### src/rtl/jag_lightgun_sched.sv
// ---------------------------------------------------------------------------
// jag_lightgun_sched
//
// Shares the single Jaguar light-pen capture resource between two lightgun
// front-ends. Requests come from synchronized trigger edges, or from the
// present mask every cycle in auto-fire mode. At each vsync rise one
// requesting gun is armed for hit detection; the first hit latches the beam
// position. MISS_FRAMES frames without a hit yields a miss result. Either
// result is held until acknowledged, or dropped after HOLD_FRAMES frames.
//
// Handshake: a result is offered with lp_valid=1 (lp_miss qualifies it)
// and stays stable until the consumer pulses rd_ack for one cycle while
// lp_valid is high; lp_valid drops on the following cycle. rd_ack with
// lp_valid low is ignored.
//
// Ports:
//   clk, reset          xvclk and synchronous active-high reset
//   enable              block enable; low forces IDLE and clears requests
//   auto_fire           1 = present guns request every frame, triggers ignored
//   gun_present[1:0]    per-gun enable mask
//   trig[1:0]           raw asynchronous trigger buttons
//   hit[1:0]            per-gun hit-window strobe (clk domain)
//   vsync               active-high vertical sync
//   cycle[11:0]         beam x in video clocks
//   scanline[9:0]       beam y
//   rd_ack              one-cycle consumer acknowledge
//   gun_en[1:0]         one-hot hit-detect enable to the armed gun
//   lp_valid, lp_miss   result available / result is a miss
//   lp_port             gun index of the result
//   lp_x[11:0], lp_y[9:0] captured beam position
//   busy                state is not IDLE
//   dbg_state[1:0]      raw FSM state (0 IDLE, 1 SCAN, 2 HOLD)
// ---------------------------------------------------------------------------
module jag_lightgun_sched #(
  parameter int MISS_FRAMES = 2,
  parameter int HOLD_FRAMES = 4
) (
  input  logic        clk,
  input  logic        reset,
  input  logic        enable,
  input  logic        auto_fire,
  input  logic [1:0]  gun_present,
  input  logic [1:0]  trig,
  input  logic [1:0]  hit,
  input  logic        vsync,
  input  logic [11:0] cycle,
  input  logic [9:0]  scanline,
  input  logic        rd_ack,
  output logic [1:0]  gun_en,
  output logic        lp_valid,
  output logic        lp_miss,
  output logic        lp_port,
  output logic [11:0] lp_x,
  output logic [9:0]  lp_y,
  output logic        busy,
  output logic [1:0]  dbg_state
);

  localparam int MW = $clog2(MISS_FRAMES) + 1;
  localparam int HW = $clog2(HOLD_FRAMES) + 1;

  typedef enum logic [1:0] {
    ST_IDLE = 2'd0,
    ST_SCAN = 2'd1,
    ST_HOLD = 2'd2
  } state_t;

  state_t        r_state;
  logic [1:0]    r_trig_s1;
  logic [1:0]    r_trig_s2;
  logic [1:0]    r_trig_d;
  logic          r_vsync_d;
  logic [1:0]    r_req;
  logic          r_last;
  logic          r_sel;
  logic [MW-1:0] r_miss_cnt;
  logic [HW-1:0] r_hold_cnt;
  logic [1:0]    r_gun_en;
  logic          r_lp_valid;
  logic          r_lp_miss;
  logic          r_lp_port;
  logic [11:0]   r_lp_x;
  logic [9:0]    r_lp_y;

  logic [1:0]    w_trig_rise;
  logic          w_vsync_rise;
  logic [MW-1:0] w_miss_inc;
  logic [HW-1:0] w_hold_inc;

  state_t        w_state_nxt;
  logic          w_sel_nxt;
  logic          w_last_nxt;
  logic [MW-1:0] w_miss_cnt_nxt;
  logic [HW-1:0] w_hold_cnt_nxt;
  logic [1:0]    w_gun_en_nxt;
  logic          w_lp_valid_nxt;
  logic          w_lp_miss_nxt;
  logic          w_lp_port_nxt;
  logic [11:0]   w_lp_x_nxt;
  logic [9:0]    w_lp_y_nxt;
  logic [1:0]    w_req_clr;
  logic [1:0]    w_req_nxt;
  logic          w_tie_sel;

  assign w_trig_rise  = r_trig_s2 & ~r_trig_d;
  assign w_vsync_rise = vsync & ~r_vsync_d;

  // Saturating increments: the counters never wrap past their terminal value.
  assign w_miss_inc = (r_miss_cnt == MW'(MISS_FRAMES)) ? r_miss_cnt : r_miss_cnt + MW'(1);
  assign w_hold_inc = (r_hold_cnt == HW'(HOLD_FRAMES)) ? r_hold_cnt : r_hold_cnt + HW'(1);

  // With both guns requesting, serve the one not served last.
  assign w_tie_sel = (r_req == 2'b11) ? ~r_last : r_req[1];

  // Next-state and registered-output logic
  always_comb begin
    w_state_nxt    = r_state;
    w_sel_nxt      = r_sel;
    w_last_nxt     = r_last;
    w_miss_cnt_nxt = r_miss_cnt;
    w_hold_cnt_nxt = r_hold_cnt;
    w_gun_en_nxt   = r_gun_en;
    w_lp_valid_nxt = r_lp_valid;
    w_lp_miss_nxt  = r_lp_miss;
    w_lp_port_nxt  = r_lp_port;
    w_lp_x_nxt     = r_lp_x;
    w_lp_y_nxt     = r_lp_y;
    w_req_clr      = 2'b00;

    if (!enable) begin
      w_state_nxt    = ST_IDLE;
      w_gun_en_nxt   = 2'b00;
      w_lp_valid_nxt = 1'b0;
      w_lp_miss_nxt  = 1'b0;
    end else begin
      case (r_state)
        ST_IDLE: begin
          if (w_vsync_rise && (r_req != 2'b00)) begin
            w_sel_nxt      = w_tie_sel;
            w_gun_en_nxt   = w_tie_sel ? 2'b10 : 2'b01;
            w_miss_cnt_nxt = '0;
            w_state_nxt    = ST_SCAN;
          end
        end
        ST_SCAN: begin
          if (!gun_present[r_sel]) begin
            // Armed gun unplugged: abandon the scan without a result.
            w_gun_en_nxt       = 2'b00;
            w_req_clr[r_sel]   = 1'b1;
            w_state_nxt        = ST_IDLE;
          end else if (hit[r_sel]) begin
            // Hit takes priority over a coincident vsync rise.
            w_lp_x_nxt         = cycle;
            w_lp_y_nxt         = scanline;
            w_lp_port_nxt      = r_sel;
            w_lp_miss_nxt      = 1'b0;
            w_lp_valid_nxt     = 1'b1;
            w_gun_en_nxt       = 2'b00;
            w_req_clr[r_sel]   = 1'b1;
            w_last_nxt         = r_sel;
            w_hold_cnt_nxt     = '0;
            w_state_nxt        = ST_HOLD;
          end else if (w_vsync_rise) begin
            w_miss_cnt_nxt = w_miss_inc;
            if (w_miss_inc == MW'(MISS_FRAMES)) begin
              w_lp_miss_nxt    = 1'b1;
              w_lp_valid_nxt   = 1'b1;
              w_lp_x_nxt       = '0;
              w_lp_y_nxt       = '0;
              w_lp_port_nxt    = r_sel;
              w_req_clr[r_sel] = 1'b1;
              w_last_nxt       = r_sel;
              w_gun_en_nxt     = 2'b00;
              w_hold_cnt_nxt   = '0;
              w_state_nxt      = ST_HOLD;
            end
          end
        end
        ST_HOLD: begin
          // Ack wins over a coincident vsync; that vsync is consumed here,
          // so IDLE only re-arms on the following frame.
          if (rd_ack) begin
            w_lp_valid_nxt = 1'b0;
            w_lp_miss_nxt  = 1'b0;
            w_state_nxt    = ST_IDLE;
          end else if (w_vsync_rise) begin
            w_hold_cnt_nxt = w_hold_inc;
            if (w_hold_inc == HW'(HOLD_FRAMES)) begin
              w_lp_valid_nxt = 1'b0;
              w_lp_miss_nxt  = 1'b0;
              w_state_nxt    = ST_IDLE;
            end
          end
        end
        default: begin
          w_state_nxt = ST_IDLE;
        end
      endcase
    end
  end

  // Request latch: edge-set, cleared when served; auto-fire overrides.
  always_comb begin
    w_req_nxt = (r_req | (w_trig_rise & gun_present)) & ~w_req_clr;
    if (auto_fire) begin
      w_req_nxt = gun_present;
    end
    if (!enable) begin
      w_req_nxt = 2'b00;
    end
  end

  always_ff @(posedge clk) begin
    if (reset) begin
      r_state    <= ST_IDLE;
      r_trig_s1  <= 2'b00;
      r_trig_s2  <= 2'b00;
      r_trig_d   <= 2'b00;
      r_vsync_d  <= 1'b0;
      r_req      <= 2'b00;
      r_last     <= 1'b1;
      r_sel      <= 1'b0;
      r_miss_cnt <= '0;
      r_hold_cnt <= '0;
      r_gun_en   <= 2'b00;
      r_lp_valid <= 1'b0;
      r_lp_miss  <= 1'b0;
      r_lp_port  <= 1'b0;
      r_lp_x     <= '0;
      r_lp_y     <= '0;
    end else begin
      r_state    <= w_state_nxt;
      r_trig_s1  <= trig;
      r_trig_s2  <= r_trig_s1;
      r_trig_d   <= r_trig_s2;
      r_vsync_d  <= vsync;
      r_req      <= w_req_nxt;
      r_last     <= w_last_nxt;
      r_sel      <= w_sel_nxt;
      r_miss_cnt <= w_miss_cnt_nxt;
      r_hold_cnt <= w_hold_cnt_nxt;
      r_gun_en   <= w_gun_en_nxt;
      r_lp_valid <= w_lp_valid_nxt;
      r_lp_miss  <= w_lp_miss_nxt;
      r_lp_port  <= w_lp_port_nxt;
      r_lp_x     <= w_lp_x_nxt;
      r_lp_y     <= w_lp_y_nxt;
    end
  end

  assign gun_en    = r_gun_en;
  assign lp_valid  = r_lp_valid;
  assign lp_miss   = r_lp_miss;
  assign lp_port   = r_lp_port;
  assign lp_x      = r_lp_x;
  assign lp_y      = r_lp_y;
  assign busy      = (r_state != ST_IDLE);
  assign dbg_state = r_state;

endmodule

### config.mk
export PLATFORM = sky130hd
export DESIGN_NAME = jag_lightgun_sched
export DESIGN_NICKNAME = d
export VERILOG_FILES = /design/src/rtl/jag_lightgun_sched.sv
export SDC_FILE = /design/constraint.sdc
export NUM_CORES = 1
export LEC_CHECK = 0
export BUFFER_PORTS_ARGS = -buffer_cell sky130_fd_sc_hd__clkbuf_2
export CAP_MARGIN = 5
export CORE_AREA = 2 2 71 73
export DETAILED_ROUTE_END_ITERATION = 12
export DIE_AREA = 0 0 73 75
export PLACE_DENSITY_LB_ADDON = 0.1
export SLEW_MARGIN = 25
export SYNTH_ARGS = -nofsm -noshare
export SYNTH_HDL_FRONTEND = slang
export SYNTH_SLANG_ARGS = --single-unit
### constraint.sdc
create_clock -name clk -period 2.5 [get_ports clk]
set_clock_uncertainty 0.05 [all_clocks]
set_input_delay 0.375 -clock clk [delete_from_list [all_inputs] [get_ports clk]]
set_output_delay 0.375 -clock clk [all_outputs]
set_load 0.03 [all_outputs]
==> results.json <==
{
  "fin_setup_tns_ns": 0,
  "hp-start": "trig[0]",
  "hp-class": "in2reg",
  "max_stage_delay_ns": 0.53,
  "synth.distinct_cells": 51,
  "grt_pass1_wl_mm": 7.56,
  "critical_path_class": "reg2reg",
  "drt_pass1_iterations": 4,
  "status": "finished clean",
  "crit_required_ns": 2.64,
  "routedWlPerCell_um": 13.3,
  "path_clk_slew_ns": 0.09,
  "die_y_um": 75,
  "portBuffers": 63,
  "fillers": 469,
  "min_period_ns": 2.12,
  "antenna_found_initial": 0,
  "arrival_ns": 2.26,
  "cts_tree": "yes",
  "fin_ws_ns": 0.385,
  "dpl.cell_count": 339,
  "rows": 25,
  "cp-start-kind": "flop",
  "crit_chain": "mux2_4, o32ai_1, or4_1, a32o_1",
  "numCtsBuffers": 5,
  "hold_end": "r_trig_s1[0]$_SDFF_PP0_",
  "critical_path_buf_inv_count": 0,
  "via_count": 1822,
  "coreArea_um2": 4660,
  "ctsResizeCount": 0,
  "slew_viol_final": 0,
  "finalSetupViolCount": 0,
  "maxSlewHeadroom": 0.553,
  "powerDensity_nw_per_um2": 521,
  "max_freq_mhz": 473,
  "syn_to_final_growth_pct": 19.9,
  "ys.flop_type": "dfxtp_1",
  "drtIter0Drc": 94,
  "drive_gt1_frac": 0.287,
  "utilization": 0.527,
  "whs_path_depth": 2,
  "timing.final.crit_share": 0.846,
  "drt_wl_total_mm": 4.62,
  "clk_path_buf_depth": 2,
  "yosysTopAreaCellShare": 0.440,
  "fin_area_um2": 2460,
  "ctsHtreeMaxLevel": 2,
  "clk_latency_ns": 0.29,
  "placed_area_um2": 2370,
  "synth_fp_nets": 272,
  "r2r-start": "r_sel$_SDFFE_PP0P_",
  "cp-end-kind": "flop",
  "initial_utilization": 0.439,
  "fin_cells": 347,
  "whs_ns": 0.244,
  "netlist_instances": 235,
  "grt_pass1_vias": 1654,
  "synth_edf_count": 0,
  "avgViaCountPerCell": 5.25,
  "synth_area_leader_cell": "dfxtp_1",
  "post_cts_buffers": 0,
  "grt_setup_unrepaired": "no",
  "async_reset_ff_frac": 0,
  "r2r_end": "r_hold_cnt[1]$_SDFFE_PP0P_",
  "gp_congestion": 0.808,
  "grt_max_degree": 33,
  "p_total_mw": 1.28,
  "place_worst_setup_slack_ns": 0.403,
  "leakagePower_nw": 0.973,
  "synth.area.top_cells": "dfxtp_1 (44%), a21oi_1 (6.8%), nand2_1 (6.6%), nand3_1 (5.9%), nor2b_1 (3.7%)",
  "clock-sinks": 45,
  "ant_nets": 0,
  "avgSynthCellArea_um2": 8.72,
  "netlist_area_um2": 2050,
  "ys_seq_area_frac": 0.440,
  "drc": 0,
  "n_antenna_cell": 0,
  "critPathSlowestCell": "or4_1",
  "hold_viol": 0,
  "tightestPinTransition_ns": 0.670,
  "path_delay_family": "simple AND/OR/NAND/NOR gates",
  "yosys_register_bits": 45,
  "place_hpwl_mm": 3.29,
  "die_x_um": 73,
  "io_pins": 64,
  "cts.hold.buffers_added": 0,
  "r2r_slack_ns": 0.38,
  "r2r.worst_path.cells": 4,
  "dieArea_um2": 5480,
  "yosysWarnings": 0,
  "path_max_fanout": 32,
  "peakVddDrop_mv": 0.354,
  "clock-root-buffer": "clkbuf_8",
  "cap_viol_max_count": 0,
  "fin_nets": 329,
  "track_usage": 0.175,
  "overflow": 0
}
area by class of cell:
type | count | area [µm²] | share of cell area
Multi-Input combinational cell | 162 | 1010 | 0.413
Sequential cell | 45 | 901 | 0.367
Timing Repair Buffer | 66 | 338 | 0.138
Clock buffer | 5 | 68.8 | 0.0280
Tap cell | 54 | 67.6 | 0.0275
Inverter | 12 | 45.0 | 0.0183
Clock inverter | 3 | 21.3 | 0.00866
cell usage after synthesis (2+ instances only):
cell type	count
clkbuf_1	4
or4_1	2
nand3_1	24
buf_1	3
buf_4	4
nor3_1	6
buf_2	4
o31ai_1	3
o21ai_0	2
a21oi_1	28
nor2_1	5
mux2_4	2
nand2_1	36
dfxtp_1	45
nor4_1	2
nand2b_1	2
nor2b_1	12
mux2i_1	4
ha_1	3
inv_1	12
a2111oi_0	2
report_power, final:
part | switching [mW] | total [mW] | internal [mW]
logic | 0.0564 | 0.0955 | 0.0391
clock network | 0.259 | 0.458 | 0.199
registers | 0.00398 | 0.727 | 0.723
registers in the layout, indices dropped and copies added, names as in the netlist, 2 cells and up:
name / cells
lp_x: 12
lp_y: 10
r_hold_cnt: 3
dbg_state: 2
gun_en: 2
r_miss_cnt: 2
r_req: 2
r_trig_d: 2
r_trig_s1: 2
r_trig_s2: 2
cells by family (layout without fill, tap and decap cells):
| logic type | count (synthesis) | in the layout | share of synthesized area |
|---|---|---|---|
| AOI/OAI and AO/OA | 54 | 54 | 0.193 |
| xor gates and xnor gates | 2 | 2 | 0.00855 |
| adders and majority gates | 3 | 3 | 0.0183 |
| buffers and inverters | 28 | 86 | 0.0647 |
| DFF | 45 | 45 | 0.440 |
| muxes | 6 | 6 | 0.0342 |
| and+or+nand+nor | 97 | 97 | 0.241 |
cell usage in the layout, fill, tap and decap left out, drive strengths merged, types with 3 or more instances in the layout:
| cell type | count |
|---|---|
| a21oi | 28 |
| a2111oi | 3 |
| buf | 3 |
| clkbuf | 68 |
| nor2 | 5 |
| o21ai | 4 |
| nand3 | 24 |
| nand2 | 36 |
| dfxtp | 45 |
| mux2i | 4 |
| o31ai | 3 |
| nor2b | 12 |
| inv | 13 |
| ha | 3 |
| nor4 | 3 |
| nand2b | 3 |
| nor3 | 6 |
worst max-delay path by stage:
stage,cells after the start,slack (ns),end,start
6_report,4,0.38,r_hold_cnt[1]$_SDFFE_PP0P_,r_sel$_SDFFE_PP0P_
5_1_grt,4,0.25,r_hold_cnt[1]$_SDFFE_PP0P_,r_sel$_SDFFE_PP0P_
4_1_cts,4,0.37,r_hold_cnt[1]$_SDFFE_PP0P_,r_sel$_SDFFE_PP0P_
3_5_place_dp,4,0.40,r_hold_cnt[1]$_SDFFE_PP0P_,r_sel$_SDFFE_PP0P_
3_3_place_gp,4,0.43,r_hold_cnt[1]$_SDFFE_PP0P_,r_sel$_SDFFE_PP0P_
2_1_floorplan,5,0.53,r_hold_cnt[1]$_SDFFE_PP0P_,dbg_state[1]$_SDFFE_PP0P_
layer usage:
metal / vias up / track usage / routed length, µm
li1: 937 / - / -
met1: 849 / 0.237 / 2210
met2: 34 / 0.281 / 2220
met3: 2 / 0.0415 / 170
met4: 0 / 0.0494 / 22
met5: - / 0 / 0
Power figures use the tool's default switching activity.
